<file path="src/rtl/apb_master_ctrl.sv">
// Single-outstanding APB3 requester: turns a valid/ready command into one
// SETUP/ACCESS transfer and returns one response, with an optional pready watchdog.
module apb_master_ctrl #(
    parameter int unsigned TIMEOUT_CYCLES = 16,
    parameter int unsigned CNT_W          = 5
) (
    input  logic       pclk,
    input  logic       preset_n,
    input  logic       cmd_valid,
    output logic       cmd_ready,
    input  logic       cmd_write,
    input  logic [7:0] cmd_addr,
    input  logic [7:0] cmd_wdata,
    output logic       rsp_valid,
    output logic [7:0] rsp_rdata,
    output logic       rsp_err,
    output logic       rsp_timeout,
    output logic       busy,
    output logic       psel,
    output logic       penable,
    output logic       pwrite,
    output logic [7:0] paddr,
    output logic [7:0] pwdata,
    input  logic [7:0] prdata,
    input  logic       pready,
    input  logic       pslverr
);

    typedef enum logic [1:0] {
        IDLE   = 2'd0,
        SETUP  = 2'd1,
        ACCESS = 2'd2
    } state_e;

    localparam logic             TIMEOUT_EN = (TIMEOUT_CYCLES != 0);
    localparam logic [CNT_W-1:0] CNT_LAST   = CNT_W'(TIMEOUT_CYCLES - 1);

    state_e           state_q, state_d;
    logic [CNT_W-1:0] cnt_q, cnt_d;

    logic       cmd_ready_q, cmd_ready_d;
    logic       rsp_valid_q, rsp_valid_d;
    logic [7:0] rsp_rdata_q, rsp_rdata_d;
    logic       rsp_err_q, rsp_err_d;
    logic       rsp_timeout_q, rsp_timeout_d;
    logic       busy_q, busy_d;
    logic       psel_q, psel_d;
    logic       penable_q, penable_d;
    logic       pwrite_q, pwrite_d;
    logic [7:0] paddr_q, paddr_d;
    logic [7:0] pwdata_q, pwdata_d;

    logic accept, done, abort;

    assign accept = cmd_valid && cmd_ready_q;
    assign done   = (state_q == ACCESS) && pready;
    // pready has priority over the watchdog on the same edge
    assign abort  = (state_q == ACCESS) && !pready && TIMEOUT_EN && (cnt_q == CNT_LAST);

    // State and output registers
    always_ff @(posedge pclk or negedge preset_n) begin
        if (!preset_n) begin
            state_q       <= IDLE;
            cnt_q         <= '0;
            cmd_ready_q   <= 1'b1;
            rsp_valid_q   <= 1'b0;
            rsp_rdata_q   <= 8'h00;
            rsp_err_q     <= 1'b0;
            rsp_timeout_q <= 1'b0;
            busy_q        <= 1'b0;
            psel_q        <= 1'b0;
            penable_q     <= 1'b0;
            pwrite_q      <= 1'b0;
            paddr_q       <= 8'h00;
            pwdata_q      <= 8'h00;
        end else begin
            state_q       <= state_d;
            cnt_q         <= cnt_d;
            cmd_ready_q   <= cmd_ready_d;
            rsp_valid_q   <= rsp_valid_d;
            rsp_rdata_q   <= rsp_rdata_d;
            rsp_err_q     <= rsp_err_d;
            rsp_timeout_q <= rsp_timeout_d;
            busy_q        <= busy_d;
            psel_q        <= psel_d;
            penable_q     <= penable_d;
            pwrite_q      <= pwrite_d;
            paddr_q       <= paddr_d;
            pwdata_q      <= pwdata_d;
        end
    end

    // Next state and wait counter
    always_comb begin
        state_d = state_q;
        cnt_d   = cnt_q;
        case (state_q)
            IDLE: begin
                if (accept) state_d = SETUP;
            end
            SETUP: begin
                state_d = ACCESS;
                cnt_d   = '0;
            end
            ACCESS: begin
                if (done || abort) state_d = IDLE;
                else               cnt_d   = cnt_q + CNT_W'(1);
            end
            default: state_d = IDLE;
        endcase
    end

    // Registered outputs decoded from the upcoming state plus transfer events
    always_comb begin
        cmd_ready_d   = (state_d == IDLE);
        busy_d        = (state_d != IDLE);
        psel_d        = (state_d != IDLE);
        penable_d     = (state_d == ACCESS);
        pwrite_d      = pwrite_q;
        paddr_d       = paddr_q;
        pwdata_d      = pwdata_q;
        rsp_valid_d   = 1'b0;
        rsp_rdata_d   = rsp_rdata_q;
        rsp_err_d     = rsp_err_q;
        rsp_timeout_d = rsp_timeout_q;

        if (accept) begin
            pwrite_d = cmd_write;
            paddr_d  = cmd_addr;
            pwdata_d = cmd_write ? cmd_wdata : 8'h00;
        end

        if (done) begin
            rsp_valid_d   = 1'b1;
            rsp_rdata_d   = pwrite_q ? 8'h00 : prdata;
            rsp_err_d     = pslverr;
            rsp_timeout_d = 1'b0;
        end else if (abort) begin
            rsp_valid_d   = 1'b1;
            rsp_rdata_d   = 8'h00;
            rsp_err_d     = 1'b1;
            rsp_timeout_d = 1'b1;
        end
    end

    assign cmd_ready   = cmd_ready_q;
    assign rsp_valid   = rsp_valid_q;
    assign rsp_rdata   = rsp_rdata_q;
    assign rsp_err     = rsp_err_q;
    assign rsp_timeout = rsp_timeout_q;
    assign busy        = busy_q;
    assign psel        = psel_q;
    assign penable     = penable_q;
    assign pwrite      = pwrite_q;
    assign paddr       = paddr_q;
    assign pwdata      = pwdata_q;

endmodule

</file>
<file path="config.mk">
export PLATFORM = sky130hd
export DESIGN_NAME = apb_master_ctrl
export DESIGN_NICKNAME = d
export VERILOG_FILES = /design/src/rtl/apb_master_ctrl.sv
export SDC_FILE = /design/constraint.sdc
export NUM_CORES = 1
export LEC_CHECK = 0
export CORE_ASPECT_RATIO = 1.1
export CORE_MARGIN = 2
export CORE_UTILIZATION = 44
export CTS_BUF_LIST = sky130_fd_sc_hd__clkbuf_4 sky130_fd_sc_hd__clkbuf_8
export CTS_CLUSTER_SIZE = 28
export DETAILED_ROUTE_END_ITERATION = 8
export GPL_TIMING_DRIVEN = 0
export PLACE_DENSITY = 0.89
export SYNTH_ARGS = -nofsm -noshare
export SYNTH_HDL_FRONTEND = slang
export SYNTH_SLANG_ARGS = --single-unit
</file>
<file path="constraint.sdc">
create_clock -name pclk -period 2.2 [get_ports pclk]
set_clock_uncertainty 0.05 [all_clocks]
set_input_delay 0.33 -clock pclk [delete_from_list [all_inputs] [get_ports pclk]]
set_output_delay 0.33 -clock pclk [all_outputs]
set_load 0.005 [all_outputs]
</file>
==> impl_metrics.yaml, run 1 <==
setup_path:
  cp.arrival_ns: 2.19
  crit_end: "cnt_q[2]"
  r2r-end: "cnt_q[2]"
  crit_type: "reg2reg"
  cp.required_ns: 2.39
  reg2reg_depth: 6
  startpoint: "cnt_q[0]"
  cp_max_fo: 5
  end_kind: "register"
  worst-r2r-setup-slack_ns: 0.20
  startpoint_type: "register"
  rr_startpoint: "cnt_q[0]"
hold_path:
  hold_path_class: "in2async"
floorplanning:
  initial_core_util: 0.461
  rows: 22
  die_w_um: 60.6
  die_h_um: 66.2
  core-area_sq_um: 3360
  ios: 62
  die_area_sq_um: 4010
drt:
  dr.pass1.iters: 4
  drc: 0
  final_antenna_net_count: 0
  wl_per_cell_um: 15.0
  routed_wl_um: 3640
  first_iter_violations: 41
  vias: 1220
  vias_per_cell: 5.04
synth:
  synthesis.area_sq_um: 1550
  yosysSeqAreaShare: 0.615
  synth_top_area_share: 0.598
  syn-instance-count: 127
  ys_warn_count: 0
  synth_nets: 159
  netlist_top_cells_area: "dfrtp_1, mux2_2, a22o_1"
  synth.avg_cell_area_sq_um: 12.2
  synth_top_cell_by_area: "dfrtp_1"
  synth_cell_types: 33
  synth.ff_latch_count: 38
cells_and_area:
  fin_cells: 242
  area.growth.synth_to_final_pct: 45.7
  final.fill_count: 274
  final_area_sq_um: 2260
  final_common_cell: "clkdlybuf4s50_1"
  utilization: 0.672
  diodes: 0
  final_nets: 226
  final_cell_mix: "clkdlybuf4s50_1, dfrtp_1, nand2_1, a22o_1, mux2_2"
  drive_gt1_frac: 0.144
outcome:
  status: "finished clean"
sta:
  hold_viol_final: 0
  fin_crit_sh: 0.910
  min_period_ns: 2.00
  hold_slack_ns: 0.0133
  setup_viol_count_final: 0
  fmax_mhz: 500
  slew_violations: 0
  grt_setup_unrepaired: "no"
  slew_headroom: 0.459
  layout_setup_ws_ns: 0.199
  worstMarginPinSlew_ns: 0.811
clock_tree:
  clkTransAtPathRegs_ns: 0.11
  hold_buffers: 0
  cts.sinks: 38
  clock_path_buffers: 2
  root_buffer: "clkbuf_4"
  cts_setup_buffers: 0
  cts_buffers: 5
  htreeDepth: 2
  clk_latency_ns: 0.34
  cts_resized: 0
  cts_tree: "yes"
job:
  max_cap_violations: 0
global_route:
  grt_util_met2: 0.320
  overflow: 0
  grt_max_degree: 39
  grt_usage: 0.202
  grt-busiest-layer: "met2"
  grt_pass1_vias: 1313
  grtUsageMet1: 0.237
  grt_pass1_wl_um: 5840
  grt_util_met3: 0.0939
  antenna_found_initial: 0
placed_design:
  pre_cts_slack_ns: 0.207
  io_buffers: 60
  routabilityCongestion: 0.738
  dpl-instance-area_sq_um: 2200
  dp_hpwl_um: 2780
  dpl.cell_count: 235
power_and_ir_drop:
  p_per_area_nw_per_um2: 1210
  irDropWorstVdd_uv: 623
  p_leak_nw: 0.998
[state kept, by name, indices dropped and copies added (netlist names)]
| signal | cells |
|---|---|
| pwrite | 1 |
| rsp_rdata | 8 |
| paddr | 8 |
| penable | 1 |
| cmd_ready | 1 |
| psel | 1 |
| state_q | 2 |
| rsp_valid | 1 |
| rsp_timeout | 1 |
| rsp_err | 1 |
| pwdata | 8 |
| cnt_q | 5 |
[cell families (layout without fill, tap and decap cells)]
| group | count (synthesis) | count (layout) | synth area share |
|---|---|---|---|
| and+or+nand+nor | 32 | 32 | 0.107 |
| AOI/OAI and AO/OA | 32 | 32 | 0.142 |
| DFF | 38 | 38 | 0.615 |
| adders and majority gates | 2 | 2 | 0.0162 |
| muxes | 12 | 12 | 0.0856 |
| xor gates and xnor gates | 1 | 1 | 0.00566 |
| buffers and inverters | 10 | 77 | 0.0283 |
[through the flow]
stage	setup TNS [ns]	power [W]
3_5_place_dp	0	0.00238
6_report	0	0.00273
2_1_floorplan	0	0.00165
5_1_grt	0	0.00291
4_1_cts	0	0.00275
3_3_place_gp	-0.433	0.00231
[report_power, final]
group / switching (W) / internal [W] / leakage [nW]
combinational: 0.000442 / 0.000751 / 0.483
sequential: 0.000180 / 0.000991 / 0.483
clock: 0.000219 / 0.000145 / 0.0322
total: 0.000840 / 0.00189 / 0.998
[metal layers]
metal	wire, um	share of wire
met4	71	0.020
met3	291	0.080
met2	1860	0.51
met5	0	0
met1	1420	0.39
[worst min-delay path by stage]
stage	slack [ns]	start	cells past startpoint	endpoint
finish	0.01	preset_n	1	pwdata[1]
global placement	0.41	pwdata[6]	2	pwdata[6]
floorplan	-0.02	preset_n	0	cnt_q[0]
CTS	0.04	preset_n	1	pwdata[6]
detailed placement	0.42	preset_n	1	pwdata[2]
global route	0.06	preset_n	1	cnt_q[4]
[synthesized netlist by cell type]
cell type  number
a21oi_1         7
ha_1            2
buf_4           1
o22ai_1         1
nor4b_2         1
xor2_1          1
inv_1           3
mux2_2         10
o21ai_0         8
dfrtp_1        37
nand3b_1        1
and4_1          1
o21ai_2         1
nor2_1          3
a22o_1         10
buf_2           2
nand2_1        18
nor2_2          1
nor3_1          2
buf_1           1
inv_2           1
o2bb2ai_1       1
mux2i_1         2
nor2b_1         1
or3b_4          1
clkbuf_1        2
o22a_1          1
a22oi_1         1
a21o_1          1
a311o_1         1
and3_1          2
dfstp_2         1
nor3_2          1
[critical path, cell delays in order (launching register included)]
cell and delay [ns]:
dfrtp_1 0.43, ha_1 0.24, and3_1 0.19, ha_1 0.25
nor3_2 0.29, a21oi_1 0.12, a311o_1 0.32
[cell type report]
| class | instances | area (sq um) | share of cell area |
|---|---|---|---|
| clock buffers | 7 | 52.6 | 0.0233 |
| multi-input cells | 79 | 553 | 0.245 |
| flip-flops and latches | 38 | 952 | 0.422 |
| repair buffers | 60 | 596 | 0.264 |
| plain buffers | 6 | 28.8 | 0.0127 |
| inverters | 4 | 15.0 | 0.00665 |
| well taps | 48 | 60.1 | 0.0266 |
(Power assumes the default switching activity.)
==> inputs of run 2 (changes only) <==
--- a/config.mk
+++ b/config.mk
@@ -6,13 +6,13 @@
 export NUM_CORES = 1
 export LEC_CHECK = 0
 export CORE_ASPECT_RATIO = 1.1
-export CORE_MARGIN = 2
+export CORE_MARGIN = 5
 export CORE_UTILIZATION = 44
 export CTS_BUF_LIST = sky130_fd_sc_hd__clkbuf_4 sky130_fd_sc_hd__clkbuf_8
 export CTS_CLUSTER_SIZE = 28
 export DETAILED_ROUTE_END_ITERATION = 8
 export GPL_TIMING_DRIVEN = 0
-export PLACE_DENSITY = 0.89
+export PLACE_DENSITY = 0.81
 export SYNTH_ARGS = -nofsm -noshare
 export SYNTH_HDL_FRONTEND = slang
 export SYNTH_SLANG_ARGS = --single-unit
==> run 2 against run 1 <==
Register-to-register slack got worse by 0.05 ns. Critical path type unchanged. Non-clock buffer count did not move. Sequential share of layout area fell by 1.1 points. Total power rose by 8.4%. Largest cell class unchanged.
==> impl_metrics.yaml, run 2 (same netlist as run 1, synthesis figures left out) <==
drt:
  routed_wl_um: 3640
  drc: 0
  highest_layer: "met4"
  vias_per_cell: 5.05
  wl_met3_um: 350
  first_iter_violations: 64
  wl_met1_um: 1470
  wl_per_cell_um: 15.0
  vias: 1226
  final_antenna_net_count: 0
  met2_length_um: 1810
  dr.pass1.iters: 4
global_route:
  grt_pass1_wl_um: 6070
  grt_pass1_vias: 1307
  grt_max_degree: 39
  antenna_found_initial: 0
  overflow: 0
  grt_usage: 0.166
setup_path:
  cp_top_family: "simple AND/OR/NAND/NOR gates"
  worst-r2r-setup-slack_ns: 0.15
  reg2reg_depth: 6
  startpoint_type: "register"
  crit_slowest_cell: "dfrtp_1"
  max_stage_delay_ns: 0.43
  crit_path_frequent_cell: "ha_1"
  cp.required_ns: 2.43
  rr_startpoint: "cnt_q[0]"
  end_kind: "register"
  cp_max_fo: 5
  r2r-end: "cnt_q[2]"
  cp.arrival_ns: 2.27
  path_cells: "ha_1 -> and3_1 -> ha_1 -> or3b_4 -> nor4b_2 -> a311o_1"
  path_buf_inv: 0
  crit_type: "reg2reg"
power_and_ir_drop:
  p_per_area_nw_per_um2: 1280
  power_frac_comb: 0.403
  power.clock.fraction: 0.204
  irDropWorstVdd_uv: 889
  p_seq_frac: 0.393
  p_switching_w: 0.000828
  p_leak_nw: 1.02
  p_int_w: 0.00213
  power_switching_share: 0.280
floorplanning:
  rows: 22
  initial_core_util: 0.461
  die_w_um: 66.6
  die_area_sq_um: 4810
  ios: 62
  die_h_um: 72.2
  core-area_sq_um: 3360
sta:
  hold_viol_final: 0
  hold_slack_ns: 0.0208
  setup_viol_count_final: 0
  fmax_mhz: 488
  fin_crit_sh: 0.931
  slew_violations: 0
  slew_headroom: 0.461
  grt_setup_unrepaired: "no"
  fin_setup_tns_ns: 0
  worstMarginPinSlew_ns: 0.808
  min_period_ns: 2.05
clock_tree:
  cts.sinks: 38
  cts_tree: "yes"
  htreeDepth: 2
  clk_latency_ns: 0.33
  root_buffer: "clkbuf_4"
  cts_setup_buffers: 0
  clock_path_buffers: 2
  cts_resized: 0
  cts_buffers: 5
  hold_buffers: 0
  clkTransAtPathRegs_ns: 0.11
cells_and_area:
  area.growth.synth_to_final_pct: 49.5
  drive_gt1_frac: 0.149
  diodes: 0
  final_common_cell: "clkdlybuf4s50_1"
  final_area_sq_um: 2320
  utilization: 0.690
  final_cell_mix: "clkdlybuf4s50_1, dfrtp_1, nand2_1, a22o_1, mux2_2"
  final_nets: 226
  fin_cells: 243
  final.fill_count: 282
placed_design:
  dpl.cell_count: 235
  routabilityCongestion: 0.746
  dp_hpwl_um: 2790
  io_buffers: 60
  dpl-instance-area_sq_um: 2200
hold_path:
  hold_path_class: "in2async"
job:
  max_cap_violations: 0
outcome:
  status: "finished clean"
run 2: cell types whose count changed in the layout (fill, tap and decap cells not counted), sizes merged:
cell,change
bufinv,+2
clkbuf,-1
run 2: power groups by stage:
stage               sequential, W  clock (W)  combinational [W]
floorplan                 0.00118          0           0.000470
global placement          0.00115          0            0.00117
detailed placement        0.00117          0            0.00120
CTS                       0.00116   0.000620            0.00122
global route              0.00120   0.000653            0.00130
finish                    0.00116   0.000604            0.00119
run 2: area by class of cell:
type,count,area [sq um],area share
clock buffers,6,51.3,0.0222
multi-input cells,79,553,0.239
repair buffers,60,596,0.257
flip-flops and latches,38,952,0.411
clock inverters,2,60.1,0.0259
inverters,4,15.0,0.00648
plain buffers,6,28.8,0.0124
well taps,48,60.1,0.0259
run 2: how the worst max path moves through the flow:
stage	startpoint	end	slack, ns	cells past startpoint
2_1_floorplan	cnt_q[0]	cnt_q[2]	0.35	6
3_3_place_gp	preset_n	paddr[5]	-0.07	1
3_5_place_dp	cnt_q[0]	cnt_q[2]	0.19	6
4_1_cts	cnt_q[0]	cnt_q[2]	0.16	6
5_1_grt	cnt_q[0]	cnt_q[2]	0.09	6
6_report	cnt_q[0]	cnt_q[2]	0.15	6
run 2: metrics by stage:
step / total power (W) / setup WS, ns
detailed placement: 0.00238 / 0.193
finish: 0.00295 / 0.153
global route: 0.00315 / 0.0887
global placement: 0.00232 / -0.0697
CTS: 0.00300 / 0.155
floorplan: 0.00165 / 0.354
run 2: metal layers:
layer  global-route usage  vias up
li1                     -      585
met1                0.195      581
met2                0.270       58
met3               0.0697        2
met4               0.0655        0
met5                    0        -
